<file path="config.mk">
export PLATFORM = sky130hd
export DESIGN_NAME = counter_ctrl
export DESIGN_NICKNAME = d
export VERILOG_FILES = /design/src/rtl/counter_ctrl_pkg.sv /design/src/rtl/counter_step.sv /design/src/rtl/counter_ctrl.sv
export SDC_FILE = /design/constraint.sdc
export NUM_CORES = 1
export LEC_CHECK = 0
export ABC_AREA = 1
export CAP_MARGIN = 30
export CORE_UTILIZATION = 30
export CTS_CLUSTER_SIZE = 16
export DETAILED_ROUTE_END_ITERATION = 7
export PLACE_DENSITY = 0.58
export SYNTH_ARGS = -nofsm -noshare
export SYNTH_HDL_FRONTEND = slang
export SYNTH_HIERARCHICAL = 1
export SYNTH_SLANG_ARGS = --single-unit
</file>
<file path="constraint.sdc">
create_clock -name clk -period 1.3 [get_ports clk]
set_input_delay 0.26 -clock clk [delete_from_list [all_inputs] [get_ports clk]]
set_output_delay 0.26 -clock clk [all_outputs]
set_load 0.05 [all_outputs]
</file>
<file path="src/rtl/counter_ctrl_pkg.sv">
// Shared definitions for the counter_ctrl sequencer: FSM state type,
// default count width and direction constants.
package counter_ctrl_pkg;

  localparam int unsigned WIDTH_DEFAULT = 3;

  localparam logic DIR_UP   = 1'b1;
  localparam logic DIR_DOWN = 1'b0;

  typedef enum logic [1:0] {
    S_IDLE   = 2'd0,
    S_RUN    = 2'd1,
    S_PAUSED = 2'd2,
    S_DONE   = 2'd3
  } state_t;

endpackage

</file>
<file path="src/rtl/counter_step.sv">
// WIDTH-bit count register with modulo wrap.
// Ports:
//   clk      - clock
//   clr      - synchronous active-high reset, clears q to 0
//   load     - load load_val into q (priority over en)
//   load_val - value loaded when load=1
//   en       - step q by one when set
//   dir      - 1 = increment, 0 = decrement (wraps modulo 2**WIDTH)
//   q        - registered count
module counter_step
  import counter_ctrl_pkg::*;
#(
  parameter int unsigned WIDTH = WIDTH_DEFAULT
) (
  input  logic             clk,
  input  logic             clr,
  input  logic             load,
  input  logic [WIDTH-1:0] load_val,
  input  logic             en,
  input  logic             dir,
  output logic [WIDTH-1:0] q
);

  localparam logic [WIDTH-1:0] ONE = WIDTH'(1);

  always_ff @(posedge clk) begin
    if (clr) begin
      q <= '0;
    end else if (load) begin
      q <= load_val;
    end else if (en) begin
      // Natural WIDTH-bit overflow provides the modulo wrap in both directions.
      q <= (dir == DIR_UP) ? q + ONE : q - ONE;
    end
  end

endmodule

</file>
<file path="src/rtl/counter_ctrl.sv">
// Sequencer for a WIDTH-bit count register: loads a start value, steps it
// once per clock toward a terminal value, supports pause/abort and reports
// completion with a single-cycle done pulse.
// Ports:
//   clk      - clock
//   clr      - synchronous active-high reset, overrides all other inputs
//   start    - run request, accepted only while ready=1
//   dir      - 1 = count up, 0 = count down (captured with start)
//   load_val - initial count (captured with start)
//   term_val - terminal count (captured with start)
//   pause    - level, holds the count while running/paused
//   abort    - level, cancels a run without a done pulse
//   Q        - registered count
//   ready    - high in IDLE
//   busy     - high in RUN or PAUSED
//   done     - one-cycle completion pulse
module counter_ctrl
  import counter_ctrl_pkg::*;
#(
  parameter int unsigned WIDTH = WIDTH_DEFAULT
) (
  input  logic             clk,
  input  logic             clr,
  input  logic             start,
  input  logic             dir,
  input  logic [WIDTH-1:0] load_val,
  input  logic [WIDTH-1:0] term_val,
  input  logic             pause,
  input  logic             abort,
  output logic [WIDTH-1:0] Q,
  output logic             ready,
  output logic             busy,
  output logic             done
);

  state_t           state, state_n;
  logic [WIDTH-1:0] term_r;
  logic             dir_r;
  logic             load;
  logic             en;

  always_ff @(posedge clk) begin
    if (clr) begin
      state  <= S_IDLE;
      term_r <= '0;
      dir_r  <= DIR_UP;
    end else begin
      state <= state_n;
      if (load) begin
        term_r <= term_val;
        dir_r  <= dir;
      end
    end
  end

  // Priority within a run: abort > terminal > pause > step.
  // The terminal compare is only made in RUN, so a run resumed from PAUSED
  // spends one RUN cycle before it can finish.
  always_comb begin
    state_n = state;
    load    = 1'b0;
    en      = 1'b0;
    unique case (state)
      S_IDLE: begin
        if (start) begin
          state_n = S_RUN;
          load    = 1'b1;
        end
      end
      S_RUN: begin
        if (abort) begin
          state_n = S_IDLE;
        end else if (Q == term_r) begin
          state_n = S_DONE;
        end else if (pause) begin
          state_n = S_PAUSED;
        end else begin
          en = 1'b1;
        end
      end
      S_PAUSED: begin
        if (abort) begin
          state_n = S_IDLE;
        end else if (!pause) begin
          state_n = S_RUN;
        end
      end
      S_DONE: begin
        state_n = S_IDLE;
      end
      default: begin
        state_n = S_IDLE;
      end
    endcase
  end

  counter_step #(
    .WIDTH(WIDTH)
  ) u_step (
    .clk      (clk),
    .clr      (clr),
    .load     (load),
    .load_val (load_val),
    .en       (en),
    .dir      (dir_r),
    .q        (Q)
  );

  assign ready = (state == S_IDLE);
  assign busy  = (state == S_RUN) || (state == S_PAUSED);
  assign done  = (state == S_DONE);

endmodule

</file>
==> results.sh <==
export IMPL_outcome="finished with violations"
export IMPL_violations="negative setup slack"
export IMPL_die_h_microns=46.09
export IMPL_rsz0062_at_grt="true"
export IMPL_crit_path_max_fanout=4
export IMPL_cts_tree="yes"
export IMPL_num_nets_final=142
export IMPL_synth_top_area_share_pct=30.90
export IMPL_use_met3_pct=6.275
export IMPL_setup_viol=2
export IMPL_wire_per_inst_microns=10.09
export IMPL_async_flop_share_pct=0
export IMPL_syn_nets=107
export IMPL_cp_required_ns=1.04
export IMPL_worstMarginPinSlew_ns=0.1908
export IMPL_max_cap_viol_count=0
export IMPL_fillCellCount=168
export IMPL_clock_path_buffers=2
export IMPL_synth_edf_count=0
export IMPL_overflow=0
export IMPL_drc=0
export IMPL_min_period_over_period_pct=102.2
export IMPL_ant_nets=0
export IMPL_end_kind="output port"
export IMPL_vias=644
export IMPL_finClkSkew_ns=0.01317
export IMPL_ios=18
export IMPL_io_buffers=17
export IMPL_cp_arrival_ns=1.07
export IMPL_hold_class="reg2reg"
export IMPL_use_met1_pct=16.35
export IMPL_dieArea_sq_mm=0.002124
export IMPL_multi_input_area_sq_um=412.9
export IMPL_hold_viol=0
export IMPL_synth_largest_area_cell="dfxtp_1"
export IMPL_synthMostInstantiatedCell="nand2_1"
export IMPL_grt_usage_pct=16.17
export IMPL_cts_sinks=9
export IMPL_synthCells=89
export IMPL_slew_violations=0
export IMPL_fin_util_pct=60.42
export IMPL_fin_ws_ns=-0.02798
export IMPL_holdWs_ns=0.4687
export IMPL_yosys_warnings=6
export IMPL_core_rowCount=15
export IMPL_ys_top_cells_by_area="dfxtp_1 (31%), nand2_1 (16%), inv_1 (13%)"
export IMPL_die_width_microns=46.09
export IMPL_grt_busiest_layer="met2"
export IMPL_first_iter_violations=3
export IMPL_synth_common_cells="nand2_1 (25), inv_1 (20), dfxtp_1 (9)"
export IMPL_clkTransAtPathRegs_ns=0.07
export IMPL_initial_core_util_pct=32.70
export IMPL_yosysUniqueCellTypes=16
export IMPL_gp_congestion=0.7408
export IMPL_max_freq_mhz=753.0
export IMPL_cts_hold_buf=0
export IMPL_numCtsBuffers=3
export IMPL_dp_hpwl_mm=1.112
export IMPL_viasPerCell=4.351
export IMPL_drt_first_pass_iters=4
export IMPL_insertion_delay_ns=0.26
export IMPL_start_kind="flip-flop"
export IMPL_h_tree_depth=1
export IMPL_grt_max_degree=7
export IMPL_met2_usage_pct=29.30
export IMPL_cts_root_buf="clkbuf_4"
export IMPL_period_minus_slack_ns=1.328
export IMPL_p_leak_nw=0.5119
export IMPL_critical_path_class="reg2out"
export IMPL_synth_ff_type="dfxtp_1"
export IMPL_slew_headroom_pct=87.27
export IMPL_pwr_density_cell_mw_per_mm2=1506
export IMPL_seq_area_sq_um=195.2
export IMPL_yosysSeqAreaShare_pct=30.90
export IMPL_drt_total_wl_mm=1.494
export IMPL_syn2layout_area_growth_pct=84.76
export IMPL_avgSynthCellArea_sq_um=6.551
export IMPL_tns_ns=-0.04117
export IMPL_layout_drive_gt1_share_pct=44.72
export IMPL_num_antenna_cells=0
export IMPL_grt_antenna_before_repair=0
export IMPL_p_total_mw=1.623
export IMPL_grt_pass1_wl_mm=2.311
export IMPL_peakVddDrop_mv=1.022
export IMPL_coreArea_sq_mm=0.001783
export IMPL_grt_pass1_vias=558
export IMPL_yosys_register_bits=9
export IMPL_synth_area_sq_um=583.1
==> flip-flops by register name, indices dropped and copies added, names as in the netlist <==
register,count
u_step/q,3
state,2
dir_r,1
term_r,3
==> routing by layer <==
| layer | part of all wire [%] | wire length [microns] |
|---|---|---|
| met2 | 56 | 844 |
| met1 | 39 | 577 |
| met4 | 1.3 | 19 |
| met5 | 0 | 0 |
| met3 | 3.6 | 54 |
==> layout make-up <==
cell class,count,share of cell area (%)
Timing Repair Buffer,30,30.43
Multi-Input combinational cell,59,38.33
Clock buffer,4,2.439
Inverter,21,7.782
Sequential cell,9,18.12
Tap cell,25,2.904
==> stage by stage <==
stage	cells	setup WS, ns	cell area [sq um]
finish	148	-0.02798	1077
global route	148	-0.06319	1077
CTS	147	-0.02631	1002
detailed placement	142	-0.1792	950.9
global placement	142	-0.1634	950.9
floorplan	89	0.0002893	606.8
==> repair_timing <==
action	CTS	global route
endpoints found under the setup margin	4	7
resized for setup	5	23
pin swaps	1	10
setup buffers	1	1
==> report_power, final <==
group	total, mW	internal, mW	switching, mW
clock network	0.217	0.118	0.0990
logic	1.00	0.490	0.512
registers	0.405	0.343	0.0617
total	1.62	0.951	0.672
==> layout by cell type (no fill, tap or decap), drive strengths merged, types with 4 or more instances in the layout <==
master         instances
clkbuf                 4
dfxtp                  9
nand3                  6
ha                     5
a21oi                  5
nor2                   6
inv                   21
clkdlybuf4s50         11
buf                   19
o21ai                  5
nand2                 27
==> worst max-delay path: stages, from the launching register on <==
cell and delay [ns]:
dfxtp_4 0.38, inv_4 0.05, ha_4 0.26, buf_12 0.12
==> final timing paths <==
check	slack, ns	endpoint	cells after the start	start
worst max-delay path	-0.03	busy	3	state[0]$_SDFFE_PP0P_
worst min-delay path	0.47	term_r[2]$_SDFFE_PP0P_	2	term_r[2]$_SDFFE_PP0P_
worst max register to register	0.04	u_step/q[2]$_SDFFE_PP0P_	7	u_step/q[0]$_SDFFE_PP0P_
worst min register to register	0.47	term_r[2]$_SDFFE_PP0P_	2	term_r[2]$_SDFFE_PP0P_
==> logic make-up (layout without fill, tap and decap cells) <==
group	after synthesis	count (layout)	synth area share, %
compound gates	12	12	11.16
xor+xnor	1	1	1.502
fa+ha+maj	6	6	14.16
buf+inv	21	55	13.52
flops	9	9	30.90
simple gates	40	40	28.76
Note: power is estimated with default switching activity, not from simulation.
